--- config.mk ---
export PLATFORM = sky130hd
export DESIGN_NAME = hsv_colour_bbox
export DESIGN_NICKNAME = d
export VERILOG_FILES = /design/src/rtl/hsv_pkg.sv /design/src/rtl/hsv_band_match.sv /design/src/rtl/hsv_colour_bbox.sv
export SDC_FILE = /design/constraint.sdc
export NUM_CORES = 1
export LEC_CHECK = 0
export CORE_AREA = 2 2 137 139
export DETAILED_ROUTE_END_ITERATION = 8
export DIE_AREA = 0 0 139 141
export PLACE_DENSITY = 0.91
export SYNTH_ARGS = -nofsm -noshare
export SYNTH_HDL_FRONTEND = slang
export SYNTH_SLANG_ARGS = --single-unit
--- constraint.sdc ---
create_clock -name clk -period 9.8 [get_ports clk]
set_input_delay 1.96 -clock clk [delete_from_list [all_inputs] [get_ports clk]]
set_output_delay 1.96 -clock clk [all_outputs]
set_load 0.05 [all_outputs]
--- src/rtl/hsv_pkg.sv ---
// Shared types and constants for the HSV colour bounding-box stage.
// Latency: n/a (declarations only).
// Backpressure: n/a (declarations only).
package hsv_pkg;

    typedef struct packed {
        logic [7:0] hue;
        logic [7:0] sat;
        logic [7:0] val;
    } hsv_t;

    typedef enum logic [1:0] {
        ST_IDLE  = 2'd0,
        ST_VIDEO = 2'd1,
        ST_OTHER = 2'd2
    } bbox_state_t;

    localparam hsv_t       HIGHLIGHT_HSV = '{hue: 8'd0, sat: 8'hFF, val: 8'hFF};
    localparam logic [7:0] HUE_MAX       = 8'd179;
    localparam logic [3:0] PKT_VIDEO     = 4'h0;

    localparam int POS_W = 11;
    localparam int CNT_W = 19;

endpackage

--- src/rtl/hsv_band_match.sv ---
// Combinational HSV colour-band classifier; hue_lo > hue_hi selects the wrap band (reds).
// Latency: 0 cycles, purely combinational.
// Backpressure: none; caller qualifies the result with its own handshake.
import hsv_pkg::*;

module hsv_band_match (
    input  hsv_t       pix,
    input  logic [7:0] hue_lo,
    input  logic [7:0] hue_hi,
    input  logic [7:0] sat_min,
    input  logic [7:0] val_min,
    output logic       match
);

    logic hue_ok;

    // Hue test is a plain range, or its complement-style union when the band wraps past HUE_MAX.
    always_comb begin
        hue_ok = 1'b0;
        if (hue_lo <= hue_hi)
            hue_ok = (pix.hue >= hue_lo) && (pix.hue <= hue_hi);
        else
            hue_ok = (pix.hue >= hue_lo) || (pix.hue <= hue_hi);
        match = hue_ok && (pix.sat >= sat_min) && (pix.val >= val_min);
    end

endmodule

--- src/rtl/hsv_colour_bbox.sv ---
// Classifies HSV pixels against a band, accumulates per-frame bbox/count; optional HSV_BBOX_HIGHLIGHT_EN recolours hits.
// Latency: 1 cycle through a single data/sop/eop/valid output register; bbox results 1 cycle after eop.
// Backpressure: sink_ready = ~source_valid | source_ready; output holds while stalled, no beat lost.
import hsv_pkg::*;

module hsv_colour_bbox #(
    parameter logic [10:0] IMAGE_W = 11'd640,
    parameter logic [10:0] IMAGE_H = 11'd480
) (
    input  logic             clk,
    input  logic             reset,
    input  logic [23:0]      sink_data,
    input  logic             sink_valid,
    input  logic             sink_sop,
    input  logic             sink_eop,
    output logic             sink_ready,
    output logic [23:0]      source_data,
    output logic             source_valid,
    output logic             source_sop,
    output logic             source_eop,
    input  logic             source_ready,
    input  logic [7:0]       hue_lo,
    input  logic [7:0]       hue_hi,
    input  logic [7:0]       sat_min,
    input  logic [7:0]       val_min,
    output logic [POS_W-1:0] bbox_x_min,
    output logic [POS_W-1:0] bbox_x_max,
    output logic [POS_W-1:0] bbox_y_min,
    output logic [POS_W-1:0] bbox_y_max,
    output logic [CNT_W-1:0] bbox_count,
    output logic             bbox_empty,
    output logic             bbox_valid
);

    bbox_state_t      state, state_nxt;
    hsv_t             pix;
    hsv_t             out_dat;
    logic             acc, hdr_video, video_hdr, band_hit, is_pix, pix_hit, latch;
    logic [POS_W-1:0] x, y;
    logic             frame_full;
    logic [POS_W-1:0] x_min, x_max, y_min, y_max;
    logic [POS_W-1:0] x_min_n, x_max_n, y_min_n, y_max_n;
    logic [CNT_W-1:0] cnt, cnt_n;
    logic             any, any_n;

    assign pix        = sink_data;
    assign sink_ready = ~source_valid | source_ready;
    assign acc        = sink_valid & sink_ready;
    assign hdr_video  = (sink_data[3:0] == PKT_VIDEO);
    assign video_hdr  = acc & sink_sop & hdr_video;
    // Only pixels inside the W*H raster of a live video frame are classified.
    assign is_pix     = acc & ~sink_sop & (state == ST_VIDEO) & ~frame_full;
    assign pix_hit    = is_pix & band_hit;
    // eop closes a video frame; a video header that is also eop closes an empty frame.
    assign latch      = acc & sink_eop & (sink_sop ? hdr_video : (state == ST_VIDEO));

    hsv_band_match u_match (
        .pix     (pix),
        .hue_lo  (hue_lo),
        .hue_hi  (hue_hi),
        .sat_min (sat_min),
        .val_min (val_min),
        .match   (band_hit)
    );

`ifdef HSV_BBOX_HIGHLIGHT_EN
    assign out_dat = pix_hit ? HIGHLIGHT_HSV : pix;
`else
    assign out_dat = pix;
`endif

    // Packet state register.
    always_ff @(posedge clk or posedge reset) begin
        if (reset) state <= ST_IDLE;
        else       state <= state_nxt;
    end

    // Next state: sop always re-decides the packet type, eop always ends the packet.
    always_comb begin
        state_nxt = state;
        if (acc) begin
            if (sink_sop)
                state_nxt = hdr_video ? ST_VIDEO : ST_OTHER;
            if (sink_eop)
                state_nxt = ST_IDLE;
        end
    end

    // Raster position; x wraps per line, y stops at the last line and frame_full blocks overflow pixels.
    always_ff @(posedge clk or posedge reset) begin
        if (reset) begin
            x          <= '0;
            y          <= '0;
            frame_full <= 1'b0;
        end else if (video_hdr) begin
            x          <= '0;
            y          <= '0;
            frame_full <= 1'b0;
        end else if (is_pix) begin
            if (x == IMAGE_W - 11'd1) begin
                x <= '0;
                if (y == IMAGE_H - 11'd1) frame_full <= 1'b1;
                else                      y          <= y + 11'd1;
            end else begin
                x <= x + 11'd1;
            end
        end
    end

    // Accumulator next values include the current beat so the latch sees the eop pixel too.
    always_comb begin
        x_min_n = x_min;
        x_max_n = x_max;
        y_min_n = y_min;
        y_max_n = y_max;
        cnt_n   = cnt;
        any_n   = any;
        if (video_hdr) begin
            x_min_n = '1;
            x_max_n = '0;
            y_min_n = '1;
            y_max_n = '0;
            cnt_n   = '0;
            any_n   = 1'b0;
        end
        if (pix_hit) begin
            if (x < x_min_n) x_min_n = x;
            if (x > x_max_n) x_max_n = x;
            if (y < y_min_n) y_min_n = y;
            if (y > y_max_n) y_max_n = y;
            if (cnt_n != '1) cnt_n = cnt_n + 19'd1;
            any_n = 1'b1;
        end
    end

    // Running accumulators for the frame in progress.
    always_ff @(posedge clk or posedge reset) begin
        if (reset) begin
            x_min <= '1;
            x_max <= '0;
            y_min <= '1;
            y_max <= '0;
            cnt   <= '0;
            any   <= 1'b0;
        end else begin
            x_min <= x_min_n;
            x_max <= x_max_n;
            y_min <= y_min_n;
            y_max <= y_max_n;
            cnt   <= cnt_n;
            any   <= any_n;
        end
    end

    // Latched per-frame results; an empty frame reports a zero box.
    always_ff @(posedge clk or posedge reset) begin
        if (reset) begin
            bbox_x_min <= '0;
            bbox_x_max <= '0;
            bbox_y_min <= '0;
            bbox_y_max <= '0;
            bbox_count <= '0;
            bbox_empty <= 1'b1;
            bbox_valid <= 1'b0;
        end else begin
            bbox_valid <= latch;
            if (latch) begin
                bbox_x_min <= any_n ? x_min_n : '0;
                bbox_x_max <= any_n ? x_max_n : '0;
                bbox_y_min <= any_n ? y_min_n : '0;
                bbox_y_max <= any_n ? y_max_n : '0;
                bbox_count <= cnt_n;
                bbox_empty <= ~any_n;
            end
        end
    end

    // Single output register stage; loads whenever the slot is free or being drained.
    always_ff @(posedge clk or posedge reset) begin
        if (reset) begin
            source_valid <= 1'b0;
            source_data  <= '0;
            source_sop   <= 1'b0;
            source_eop   <= 1'b0;
        end else if (sink_ready) begin
            source_valid <= sink_valid;
            if (sink_valid) begin
                source_data <= out_dat;
                source_sop  <= sink_sop;
                source_eop  <= sink_eop;
            end
        end
    end

endmodule

==> run summary, run 1 <==
The deepest clock path buffer count is 2. Setup repair after global routing left no endpoint under its margin. The final setup violation count came out at 0.

The initial antenna violation count was 0. The H-tree generated during clock tree synthesis spans 4 levels. The maximum net fanout on the critical path is 29. The antenna diode count came out at 0.

The maximum number of pins on one net before global-route repair is between 100 and 150. The via count is roughly 9600. In this run the tool buffered the top-level ports with between 150 and 200 buffer cells. CTS saw between 150 and 200 sinks. After clock tree synthesis, the repair step resized 0 gates.

The detailed-route wire length per cell came out at around 19 um. The most frequent standard cell in the layout excluding fill and tap cells is sky130_fd_sc_hd__nand2_1. The most used cell along the critical path is sky130_fd_sc_hd__nor2_1.

Between clock sinks in the finished design, the worst skew comes to roughly 0.014 ns. After floorplanning, the core was divided into 50 placement rows. The number of global-route vias before repair is 9607. The leakage dissipation came out at ~0.0058 uW. The post-synthesis area per instance came out at between 9 and 10 sq um.

Of the post-synthesis cell area, the dominant cell type holds 0.3683. The category of the worst setup path launch point is a primary input. The die outline area came out at 19600 sq um.

The layout overhead on the synthesized area came out at 21.22%. The total congestion overflow after global routing came out at 0. The slowest stage of the critical path is the sky130_fd_sc_hd__nor2_1 cell. The number of cells in the design after placement came out at ~1500. At the worst endpoint, the required time is between 10 and 15 ns. The number of warnings issued by yosys came out at 0. The post-layout net count is between 1000 and 1500.

The final critical path time including I/O delays and setup is roughly 6.8 ns. The worst-skew pair later-pin latency came out at approximately 0.45 ns. The stage delay of the slowest cell on the critical path came out at ~0.97 ns. The number of cells in the finished layout apart from fillers came out at approximately 1500. The remaining max-slew budget at the tightest pin is 0.2128.

The count of state elements after synthesis came out at around 180. After detailed routing, the number of remaining DRC violations is 0. Clock tree synthesis selected as its root buffer the cell sky130_fd_sc_hd__clkbuf_16. The number of distinct standard cells referenced by the synthesized netlist came out at just under 70. The maximum ir drop on the vdd rail came out at 0.1358 mV.

The flow ran to the end, and the final reports show no timing, DRC or antenna violations. Of the available clock period, the critical path in the final layout requires 0.6923. In the post-synthesis netlist, the biggest area contributors are sky130_fd_sc_hd__dfrtp_1 (37%), sky130_fd_sc_hd__ha_1 (9.9%), sky130_fd_sc_hd__nand2_1 (5.8%), sky130_fd_sc_hd__dfstp_2 (5.6%), sky130_fd_sc_hd__a21oi_1 (3.1%). The post-synthesis cell count came out at ~1200.

The synthesized area came out at roughly 11000 sq um. The max-capacitance violation count came out at 0. The min-delay analysis places its worst path in the category reg2reg. The nature of the critical path endpoint is a flip-flop. The number of pins with negative max-slew slack in the final report is 0. For this run, the top clock speed supported by timing is approximately 0.15 GHz. The biggest area contributor in the post-synthesis netlist is sky130_fd_sc_hd__dfrtp_1.

The via density per instance is between 6 and 7. The area of the core region came out at 18270 sq um. The actual slew at the worst max-slew pin is approximately 1.2 ns. Wires add up to just under 30000 um. The top cell types in the final layout, fill and taps aside, are sky130_fd_sc_hd__nand2_1 (167), sky130_fd_sc_hd__dfrtp_1 (158), sky130_fd_sc_hd__clkdlybuf4s50_1 (154). The floorplan step set the die width to about 140 um. The worst setup path is of the in2reg kind. The number of hold violations in the final report came out at 0.

Pin placement for this block handled 155 I/O pins. TritonCTS built the clock tree. The number of iterations in the first detailed-routing pass is 6. The post-CTS setup repair buffer count is 0.

The number of DRC markers after the initial detailed-route iteration came out at 741. The HPWL after detailed placement came out at 20490 um. The starting utilization of the core area came out at 0.5877. The global routing usage summed across all routing layers is 0.3025. The number of buffers inserted by hold repair at cts came out at 0. The critical path goes through clkdlybuf4s50_1 > or4_4 > nor3_4 > buf_4 > nor2_1 > ha_1 > a21o_1 > o21ai_1 > a2111oi_4 > or3_1 > nor2_1 > mux2_2. The final antenna-violating net count came out at 0. The number of flops mapped to enable cells by yosys came out at 0. The clock slew seen by the registers of the worst setup and hold paths is 0.07 ns.

The global placement routability congestion came out at around 0.91. The synthesized net count is approximately 1300. In the synthesized netlist the dominant register cell turns out to be sky130_fd_sc_hd__dfrtp_1.

TritonCTS created 17 clock buffers. The setup TNS came out at 0 ns. The power per unit of standard cell area came out at ~170 nW/um^2. In the final layout, the share of cells above drive strength 1 is 0.08127. The fraction of registers with async set/reset is 1.000.

The register area share after synthesis came out at 0.4245. The data arrival time at the worst-slack endpoint is slightly above 7 ns. The global-route wire length before repair came out at 47930 um. The die height is roughly 140 um.
## worst max-delay path: cells and delay by family
family,cells,cell delay (ns)
AND/OR/NAND/NOR,5,2.94
buffers and inverters,2,0.91
AO/OA/AOI/OAI,3,0.56
multiplexers,1,0.43
adder cells (fa/ha/maj),1,0.31
## sequential cells by signal (all words and copies together), names as in the netlist, 2 cells and up
signal / flops
x: 11
bbox_x_min: 11
bbox_x_max: 11
y_min: 11
y: 11
source_data: 24
x_min: 11
bbox_y_max: 11
cnt: 19
y_max: 11
bbox_count: 19
state: 2
x_max: 11
bbox_y_min: 11
## power breakdown
part	internal [uW]	leakage, uW	switching [uW]
Clock	388	0.000294	327
Sequential	839	0.00236	59.7
Combinational	226	0.00316	415
Total	1450	0.00581	802
## worst paths after layout
kind,to,cells after the start,startpoint,slack [ns]
max in group asynchronous,state[1],3,reset,6.13
min in group asynchronous,bbox_count[8],2,reset,2.11
setup / recovery,y_min[4],12,sink_data[1],3.02
setup reg to reg,y_min[4],11,source_valid,5.05
hold reg to reg,source_data[15],2,source_data[15],0.48
hold / removal,source_data[15],2,source_data[15],0.48
## layer usage
layer	GRT usage	share of wire	wire length (um)
met1	0.3630	0.40	11810
met2	0.5297	0.50	14850
met3	0.05673	0.054	1587
met4	0.1414	0.041	1222
met5	0	0	0
## cell type report
class	count	area, sq um
flip-flops and latches	181	4558
fillers	1323	5253
inverters	69	264.0
clock buffers	17	425.4
well taps	234	292.8
clock inverters	15	182.7
multi-input cells	846	5675
repair buffers	164	1617
## synth_stat cells (all sizes together), types with 5 or more instances
cell	instances
or4	12
o221ai	13
and3	8
nand2b	13
mux2i	22
buf	18
o21bai	9
nor4	28
o211ai	15
nor2b	10
nand2	167
dfstp	23
a2111oi	12
o31a	6
a41oi	9
clkbuf	52
inv	68
a31o	13
nand4	23
a21oi	67
o31ai	10
a21o	14
o21ai	43
xnor2	14
nor2	56
and2	8
ha	85
or3	23
o22ai	21
and4	5
a31oi	12
a211o	11
dfrtp	158
nand3	44
mux2	14
nor3	22
## logic make-up (layout without fill, tap and decap cells)
logic type,count (synthesis),after routing,share of synthesized area
fa+ha+maj,85,85,0.09906
simple gates,424,424,0.1925
xor+xnor,17,17,0.01387
buf+inv,139,265,0.05046
flops,181,181,0.4245
mux,36,36,0.03519
compound gates,284,284,0.1844
## per-stage QoR
stage / setup WS, ns / power (uW) / hold slack [ns] / cell area (sq um) / utilization
after floorplan: 2.963 / 1327 / 0.4635 / 10740 / -
after global placement: 2.675 / 1526 / 0.4574 / 12410 / 0.6792
after detailed placement: 2.631 / 1547 / 0.4613 / 12410 / 0.6792
after CTS: 3.075 / 2258 / 0.4783 / 13020 / 0.7125
after global routing: 2.805 / 2346 / 0.4980 / 13020 / 0.7125
final: 3.016 / 2255 / 0.4761 / 13020 / 0.7125
Power figures use the tool's default switching activity.
==> inputs of run 2 (changes only) <==
- CORE_AREA: 2 2 137 139 -> 2 2 150 152
- DIE_AREA: 0 0 139 141 -> 0 0 152 154
- PLACE_DENSITY: 0.91 -> 0.81
- clock period: 9.8 -> 6.2 ns (I/O delays scaled with it)
==> run summary, run 2 (synthesis results as in run 1) <==
The final core utilization is 0.6086. Across the VDD grid, the largest voltage drop is 0.2074 mV. Setup repair after global routing left no endpoint under its margin. For the worst setup path, the data required time is between 6 and 7 ns.

The die outline area came out at 23410 sq um. The final setup violation count came out at 0. In the layout the commonest cells are sky130_fd_sc_hd__nand2_1 (167), sky130_fd_sc_hd__dfrtp_1 (158), sky130_fd_sc_hd__clkdlybuf4s50_1 (154). The completed layout was analyzed and its total power is ~3600 uW. For the final database, setup skew stands at 0.009113 ns.

In the final layout, the registers with the most flip-flops are source_data x24, bbox_count x19, cnt x19. At the placement stage, the worst setup path has a slack of ~0.8 ns. Entering global routing, the biggest net connects between 80 and 90 pins.

Once routing completed, OpenROAD measured the worst setup slack at 1.177 ns. The worst setup path is of the in2reg kind. The number of flip-flops under the largest register name is 24. The global-route wire length before repair came out at 49350 um. The TritonCTS clock tree is done. The setup TNS is 0 ns. During I/O placement, the number of pins put on the boundary was around 160. The worst setup path is launched from a primary input. The initial antenna violation count is 0. The signal on the critical path passes through clkdlybuf4s50_1 > or4_4 > nor3_4 > buf_4 > nor2_1 > ha_1 > nor2b_1 > o211ai_1 > a21oi_1 > or3_1 > nor2_1 > buf_4 > mux2_2. The initial utilization of the core area, before any placement, comes to 0.4950. Summing all multi-input logic gate instances after layout gives ~5700 sq um. The worst min-delay path class is reg2reg.

The library cell used most frequently in the layout, excluding fill and tap cells, is sky130_fd_sc_hd__nand2_1. The layout overhead on the synthesized area came out at 22.93%. The floorplan step set the die width to approximately 150 um. The via count came out at 9546. The initialized floorplan defines 54 standard-cell rows. The max-capacitance violation count came out at 0. The number of hold violations in the final report is 0. The total overflow left after global routing is 0.

The flow ran to the end, and the final reports show no timing, DRC or antenna violations. The actual slew at the worst max-slew pin came out at roughly 1.2 ns. In this run the power density over the cells is approximately 270 nW/um^2. The number of global-route vias before repair was 9483. Based on the critical path, the design can be clocked at up to about 0.2 GHz. The register bank with the most flops is source_data. The number of iterations in the first detailed-routing pass is 5. The number of DRC markers after the initial detailed-route iteration is between 500 and 600. The repair_antennas step left the layout with diodes totalling 0. The via density per instance is 6.030.

Of the available clock period, the critical path in the final layout requires 0.8101. The number of setup buffers added after CTS is 0. Clock tree synthesis selected as its root buffer the cell sky130_fd_sc_hd__clkbuf_16. The worst-skew pair later-pin latency came out at about 0.43 ns. For this design, the CTS-stage hold fixing added 0 buffers.

The final antenna-violating net count came out at 0. The number of levels the H-tree was split into came out at 4. The area of the core region is between 20000 and 25000 sq um. Summed over all nets, the half-perimeter wirelength after detailed placement is approximately 21000 um.

The global placement routability congestion is between 0.9 and 1. The final wirelength is 29680 um. The analysis attributes to cell leakage a power of 0.005891 uW. After detailed routing, the average wire length per cell comes to approximately 19 um. The die height is around 150 um. The stage delay of the slowest cell on the critical path is about 0.64 ns. The filler cell count in the final layout is 1803. The global routing usage summed across all routing layers is 0.2574.

Data arrives at the worst endpoint at roughly 5.4 ns. The nature of the critical path endpoint is a flip-flop. The number of buffers created by CTS is 17. Clock-pin slew was measured on the worst setup and hold paths at 0.07 ns. The total DRC errors in the routed layout is 0.

The maximum net fanout on the critical path is 44. The number of pins with negative max-slew slack in the final report is 0. The remaining max-slew budget at the tightest pin is 0.2179.

The area of all sequential standard cells is around 4600 sq um. The cell with the biggest individual delay on the critical path is sky130_fd_sc_hd__or3_1. The number of gates given a new drive strength after cts is 0. Of the cells placed in the final design, the portion with a size suffix greater than 1 is 0.08903. The count of buffers inserted at the top-level ports came out at 154. The deepest clock path buffer count is 2.

The post-layout net count is around 1400. The final critical path time including I/O delays and setup came out at between 5 and 6 ns. The tree built by TritonCTS fans out to around 180 sinks.
run 2: changes by cell type in the layout (fill, tap and decap cells not counted), sizes merged:
cell    before  now
clkinv       3    6
clkbuf      17   18
buf         10   21
inv         77   71
bufinv       2    4
run 2: cell type report:
cell class                 count  share of cell area
tap                          280             0.02654
clock buffer                  18             0.03327
timing repair buffer         175              0.1297
inverter                      69             0.02000
sequential                   181              0.3453
multi-input combinational    846              0.4300
clock inverter                14             0.01517
run 2: power breakdown:
part,total (uW),switching [uW],internal (uW)
logic,1010,653,359
registers,1410,87.9,1330
clock network,1180,485,692
total,3600,1230,2380
run 2: path summary, 6_finish.rpt:
kind / start / endpoint / slack [ns] / cells past startpoint
max: sink_data[0] / y_min[7] / 1.18 / 13
min: source_data[9] / source_data[9] / 0.47 / 2
max reg2reg: source_valid / bbox_x_max[1] / 2.45 / 14
min reg2reg: source_data[9] / source_data[9] / 0.47 / 2
max in group asynchronous: reset / y_max[4] / 3.70 / 3
min in group asynchronous: reset / cnt[6] / 1.32 / 2
run 2: stage by stage:
step	hold slack (ns)	area [sq um]	instances
after floorplan	0.4635	10740	1166
after global placement	0.4587	12560	1551
after detailed placement	0.4620	12560	1551
after CTS	0.4781	13200	1583
after global routing	0.4852	13200	1583
final	0.4731	13200	1583
run 2: critical path, delay by kind of cell:
family / cells / cell delay, ns
compound gates: 2 / 0.35
fa+ha+maj: 1 / 0.32
buf+inv: 3 / 1.10
mux: 1 / 0.34
simple gates: 6 / 1.99
run 2: layer usage:
layer	track usage	vias up	part of all wire
met5	0	-	0
met4	0.1121	0	0.036
met3	0.03946	73	0.054
met2	0.4412	329	0.50
met1	0.3240	4617	0.41
li1	-	4527	-
